File: config.mk
export PLATFORM = sky130hd
export DESIGN_NAME = cdb_arbiter
export DESIGN_NICKNAME = d
export VERILOG_FILES = /design/src/rtl/cdb_arbiter.sv
export SDC_FILE = /design/constraint.sdc
export NUM_CORES = 1
export LEC_CHECK = 0
export CELL_PAD_IN_SITES_DETAIL_PLACEMENT = 0
export CELL_PAD_IN_SITES_GLOBAL_PLACEMENT = 1
export CORE_MARGIN = 2
export CORE_UTILIZATION = 38
export DETAILED_ROUTE_END_ITERATION = 12
export GPL_TIMING_DRIVEN = 0
export PLACE_DENSITY_LB_ADDON = 0.1
export SLEW_MARGIN = 20
export SYNTH_ARGS = -nofsm -noshare
export SYNTH_HDL_FRONTEND = slang
export SYNTH_SLANG_ARGS = --single-unit
export TNS_END_PERCENT = 100
File: constraint.sdc
create_clock -name clk -period 4.7 [get_ports clk]
set_input_delay 0.94 -clock clk [delete_from_list [all_inputs] [get_ports clk]]
set_output_delay 0.94 -clock clk [all_outputs]
set_load 0.03 [all_outputs]
File: src/rtl/cdb_arbiter.sv
// cdb_arbiter: shares one common data bus between NUM_REQ writeback requesters.
// Each requester owns a one-entry holding buffer. One buffered result is granted
// per cycle in round-robin order and broadcast combinationally on the cdb_* outputs.
// A flush discards every result that has not been broadcast yet.
// Optional build macro CDB_BR_PRIORITY_EN: the branch unit (index NUM_REQ-1) is
// granted ahead of everyone else whenever its buffer is valid, without moving rr_ptr.
module cdb_arbiter #(
  parameter int NUM_REQ   = 4,
  parameter int ROB_DEPTH = 64,
  parameter int PHYS_W    = 6,
  parameter int DATA_W    = 32,
  localparam int ROB_IDX_W = $clog2(ROB_DEPTH),
  localparam int RR_W      = (NUM_REQ > 1) ? $clog2(NUM_REQ) : 1
) (
  input  logic                           clk,
  input  logic                           rst,
  input  logic                           flush,
  input  logic [NUM_REQ-1:0]             req_valid,
  output logic [NUM_REQ-1:0]             req_ready,
  input  logic [NUM_REQ*ROB_IDX_W-1:0]   req_rob_idx,
  input  logic [NUM_REQ*PHYS_W-1:0]      req_pd,
  input  logic [NUM_REQ*DATA_W-1:0]      req_data,
  output logic                           cdb_valid,
  output logic [NUM_REQ-1:0]             cdb_src,
  output logic [ROB_IDX_W-1:0]           cdb_rob_idx,
  output logic [PHYS_W-1:0]              cdb_pd,
  output logic [DATA_W-1:0]              cdb_data
);

  logic [NUM_REQ-1:0]           buf_valid_q, buf_valid_d;
  logic [NUM_REQ*ROB_IDX_W-1:0] buf_rob_q, buf_rob_d;
  logic [NUM_REQ*PHYS_W-1:0]    buf_pd_q, buf_pd_d;
  logic [NUM_REQ*DATA_W-1:0]    buf_data_q, buf_data_d;
  logic [RR_W-1:0]              rr_ptr_q, rr_ptr_d;

  logic [NUM_REQ-1:0] grant;
  logic [RR_W-1:0]    grant_idx;
  logic [RR_W-1:0]    scan_idx;
  logic               grant_found;
  logic               br_pri_grant;

  // Pick the buffer to broadcast: first valid one scanning from rr_ptr, branch first if prioritised.
  always_comb begin
    grant        = '0;
    grant_idx    = '0;
    scan_idx     = '0;
    grant_found  = 1'b0;
    br_pri_grant = 1'b0;
    for (int k = 0; k < NUM_REQ; k++) begin
      scan_idx = RR_W'((int'(rr_ptr_q) + k) % NUM_REQ);
      if (!grant_found && buf_valid_q[scan_idx]) begin
        grant_found = 1'b1;
        grant_idx   = scan_idx;
      end
    end
`ifdef CDB_BR_PRIORITY_EN
    if (buf_valid_q[NUM_REQ-1]) begin
      grant_found  = 1'b1;
      grant_idx    = RR_W'(NUM_REQ - 1);
      br_pri_grant = 1'b1;
    end
`else
    br_pri_grant = 1'b0;
`endif
    if (rst || flush) begin
      grant_found  = 1'b0;
      br_pri_grant = 1'b0;
    end
    if (grant_found) begin
      grant[grant_idx] = 1'b1;
    end
  end

  // Drive the broadcast from the granted buffer; everything is zero when nothing is granted.
  always_comb begin
    cdb_valid   = grant_found;
    cdb_src     = grant;
    cdb_rob_idx = '0;
    cdb_pd      = '0;
    cdb_data    = '0;
    for (int i = 0; i < NUM_REQ; i++) begin
      if (grant[i]) begin
        cdb_rob_idx = cdb_rob_idx | buf_rob_q[i*ROB_IDX_W +: ROB_IDX_W];
        cdb_pd      = cdb_pd      | buf_pd_q[i*PHYS_W +: PHYS_W];
        cdb_data    = cdb_data    | buf_data_q[i*DATA_W +: DATA_W];
      end
    end
  end

  // A buffer can take a new result when empty or being drained this very cycle.
  always_comb begin
    req_ready = '0;
    for (int i = 0; i < NUM_REQ; i++) begin
      req_ready[i] = !rst && !flush && (!buf_valid_q[i] || grant[i]);
    end
  end

  // Next buffer contents and pointer: drain the granted buffer, latch accepted results, flush clears all.
  always_comb begin
    buf_valid_d = buf_valid_q;
    buf_rob_d   = buf_rob_q;
    buf_pd_d    = buf_pd_q;
    buf_data_d  = buf_data_q;
    rr_ptr_d    = rr_ptr_q;
    if (flush) begin
      buf_valid_d = '0;
    end else begin
      for (int i = 0; i < NUM_REQ; i++) begin
        if (grant[i]) begin
          buf_valid_d[i] = 1'b0;
        end
        if (req_valid[i] && req_ready[i]) begin
          buf_valid_d[i]                          = 1'b1;
          buf_rob_d[i*ROB_IDX_W +: ROB_IDX_W]     = req_rob_idx[i*ROB_IDX_W +: ROB_IDX_W];
          buf_pd_d[i*PHYS_W +: PHYS_W]            = req_pd[i*PHYS_W +: PHYS_W];
          buf_data_d[i*DATA_W +: DATA_W]          = req_data[i*DATA_W +: DATA_W];
        end
      end
      if (grant_found && !br_pri_grant) begin
        rr_ptr_d = RR_W'((int'(grant_idx) + 1) % NUM_REQ);
      end
    end
  end

  // State registers; reset drops every pending result and restarts the scan at requester 0.
  always_ff @(posedge clk) begin
    if (rst) begin
      buf_valid_q <= '0;
      buf_rob_q   <= '0;
      buf_pd_q    <= '0;
      buf_data_q  <= '0;
      rr_ptr_q    <= '0;
    end else begin
      buf_valid_q <= buf_valid_d;
      buf_rob_q   <= buf_rob_d;
      buf_pd_q    <= buf_pd_d;
      buf_data_q  <= buf_data_d;
      rr_ptr_q    <= rr_ptr_d;
    end
  end

endmodule

==> run metrics <==
Slowest cell on crit path clkdlybuf4s50_1; CTS Buffer Depth 2; Setup CP Type reg -> out; row cnt 51; largest net degree at the start of global routing 17; Worst Tran Pin Value 0.6757 ns; Synth top area share 0.4754; Yosys Warn Count 0; FF+latch count, synth 182; final layout net count 1224; DIE AREA 21320 um^2; routed wire length 25450 um; Critical Path, Cell by Cell or4_1, buf_2, nand3_1, ha_1, buf_2, clkbuf_2, a22oi_1, a21oi_1, clkdlybuf4s50_1; Residual DRC 0; Post-Synthesis Cells 783; total power 3.559 mW; post-detail-place hpwl approximately 19000 um; fin crit share 0.9566; status completed; Period minus WS final 4.496 ns; crit path DAT 3.56 ns; asr flop ratio synth 0; Most used DFF post-synth dfxtp_1; Detail Route Antenna Nets 0; initial antenna violation count 0; PwrDens between 300 and 400 nW/um^2; clock slew at the register clock pins of the worst setup and hold paths 0.07 ns; overflow left after global routing 0; Fin Setup TNS 0 ns; Final Hold Fails 0; Avg WL per Cell 19.34 um; Die X 146.0 um; count leader, synth dfxtp_1; commonest cells in the netlist dfxtp_1, nor2_1, mux2i_1; Synth area leader dfxtp_1; RSZ-0062 raised after global routing no; Post-CTS Setup Inserts 0; Worst Path Required 3.76 ns; Max FO, Critical Path 10; clock latency on the worst-skew pair 0.43 ns; Mean Syn Cell Area 9.787 um^2; layout cells sized above 1 0.07905; I/O Buffers between 200 and 250; fin. max-slew vios 0; Worst Skew between 0.015 and 0.02 ns; core area 19650 um^2; Pleak 5.018 nW; Initial Util 0.3899; H-Tree Depth 4; I/O pins 236; Post-synth EDFFs 0; Max Freq 0.2224 GHz; vias per std cell 5.054; maxcap violations 0; cts bufs inserted 17; Placer Congestion 0.7776; crit-path max cell delay 0.72 ns; Worst VDD drop around 240 uV; most used cell, CP buf_2; Critical Path Start Type flop; initial drt markers 371; area delta synth->final 42.66%; top cells by area, synth dfxtp_1, mux2i_1, nor2_1; worst hold-check path type reg -> reg; clk root buf clkbuf_16; Syn Std Cell Area 7664 um^2; clk sinks 182; all-layer global routing usage 0.2370; relative slew slack 0.5495; vias in the first global route 6693; # setup viols final 0; Critical Path End Type primary output; sequential fraction of the synthesis area 0.4754; Mapped Nets 970; die height 146.0 um; synth unique cells 28; layout filler cell count 1845; drt pass-1 iters 5; DR vias 6651; CTS tree yes; first-pass GRT wire length 38650 um
## cell usage in the layout (no fill, tap or decap), drive strengths merged
cell | netlist | layout
clkdlybuf4s50 | 0 | 235
dfxtp | 182 | 182
nor2 | 179 | 179
mux2i | 176 | 176
a22oi | 88 | 88
clkbuf | 34 | 53
a21oi | 47 | 47
buf | 32 | 32
inv | 5 | 9
nand2 | 6 | 6
and3 | 5 | 5
nor2b | 5 | 5
clkinv | 0 | 5
nor3 | 4 | 4
nand3b | 4 | 4
o21a | 4 | 4
ha | 4 | 4
clkinvlp | 0 | 3
o22ai | 2 | 2
nand3 | 2 | 2
diode | 0 | 1
or4 | 1 | 1
a2bb2oi | 1 | 1
o22a | 1 | 1
a31oi | 1 | 1
bufinv | 0 | 1
## layout make-up
type	count	area, um^2	area share
antenna	1	2.502	0.0002289
buffer	66	399.1	0.03651
clock buffer	19	442.9	0.04051
clock inverter	13	120.1	0.01099
inverter	5	18.77	0.001717
multi-input combinational	530	3622	0.3313
sequential	182	3643	0.3333
tap	265	331.6	0.03033
timing repair buffer	235	2352	0.2152
## cell families (layout without fill, tap and decap cells)
family,after synthesis,in the layout,synth area share
other cells,0,1,0
mux,176,176,0.2299
simple gates,206,206,0.1107
flops,182,182,0.4754
buf+inv,71,338,0.05192
compound gates,144,144,0.1256
fa+ha+maj,4,4,0.006531
## routing by layer
metal  part of all wire  global-route usage  routed length [um]  vias to the layer above
li1                   -                   -                   -                     3273
met1               0.46              0.3136               11580                     3154
met2               0.46              0.3854               11760                      206
met3              0.072             0.06688                1826                       18
met4              0.011             0.05534                 278                        0
met5                  0                   0                   0                        -
## path summary, 6_finish.rpt
kind	startpoint	to	slack [ns]	cells after the start
min	buf_data_q[81]	buf_data_q[81]	0.50	2
max	buf_valid_q[3]	cdb_pd[5]	0.20	9
min reg2reg	buf_data_q[81]	buf_data_q[81]	0.50	2
max reg2reg	buf_valid_q[3]	buf_data_q[55]	1.79	11
## through the flow
| step | utilization | hold WS, ns | cell area, um^2 | std cells | setup slack [ns] |
|---|---|---|---|---|---|
| floorplan | - | 0.4638 | 7664 | 783 | 1.412 |
| global placement | 0.5265 | 0.4741 | 10350 | 1283 | 0.3795 |
| detailed placement | 0.5265 | 0.4836 | 10350 | 1283 | 0.4083 |
| CTS | 0.5553 | 0.5002 | 10910 | 1315 | 0.004373 |
| global route | 0.5562 | 0.5135 | 10930 | 1315 | 0.06708 |
| finish | 0.5563 | 0.4961 | 10930 | 1316 | 0.2041 |
## critical path: cells and delay by family, from the launching register on
family                   cells  cell delay [ns]
buffers and inverters        4             1.59
AND/OR/NAND/NOR              2             0.63
AO/OA/AOI/OAI                2             0.38
flip-flops                   1             0.36
adder cells (fa/ha/maj)      1             0.15
## state kept, by name, summed over array words and instances (netlist names)
signal	flops
buf_data_q	128
buf_pd_q	24
rr_ptr_q	2
buf_rob_q	24
buf_valid_q	4
## what timing repair did
action	in CTS	in global routing
endpoints found under the setup margin	17	40
hold buffers	0	0
gates resized for setup	3	26
## power by group
part	switching, mW	internal [mW]
Sequential	0.0308	1.60
Clock	0.645	0.750
Combinational	0.277	0.261
Total	0.952	2.61
No activity file was read; power rests on OpenSTA's default activity.
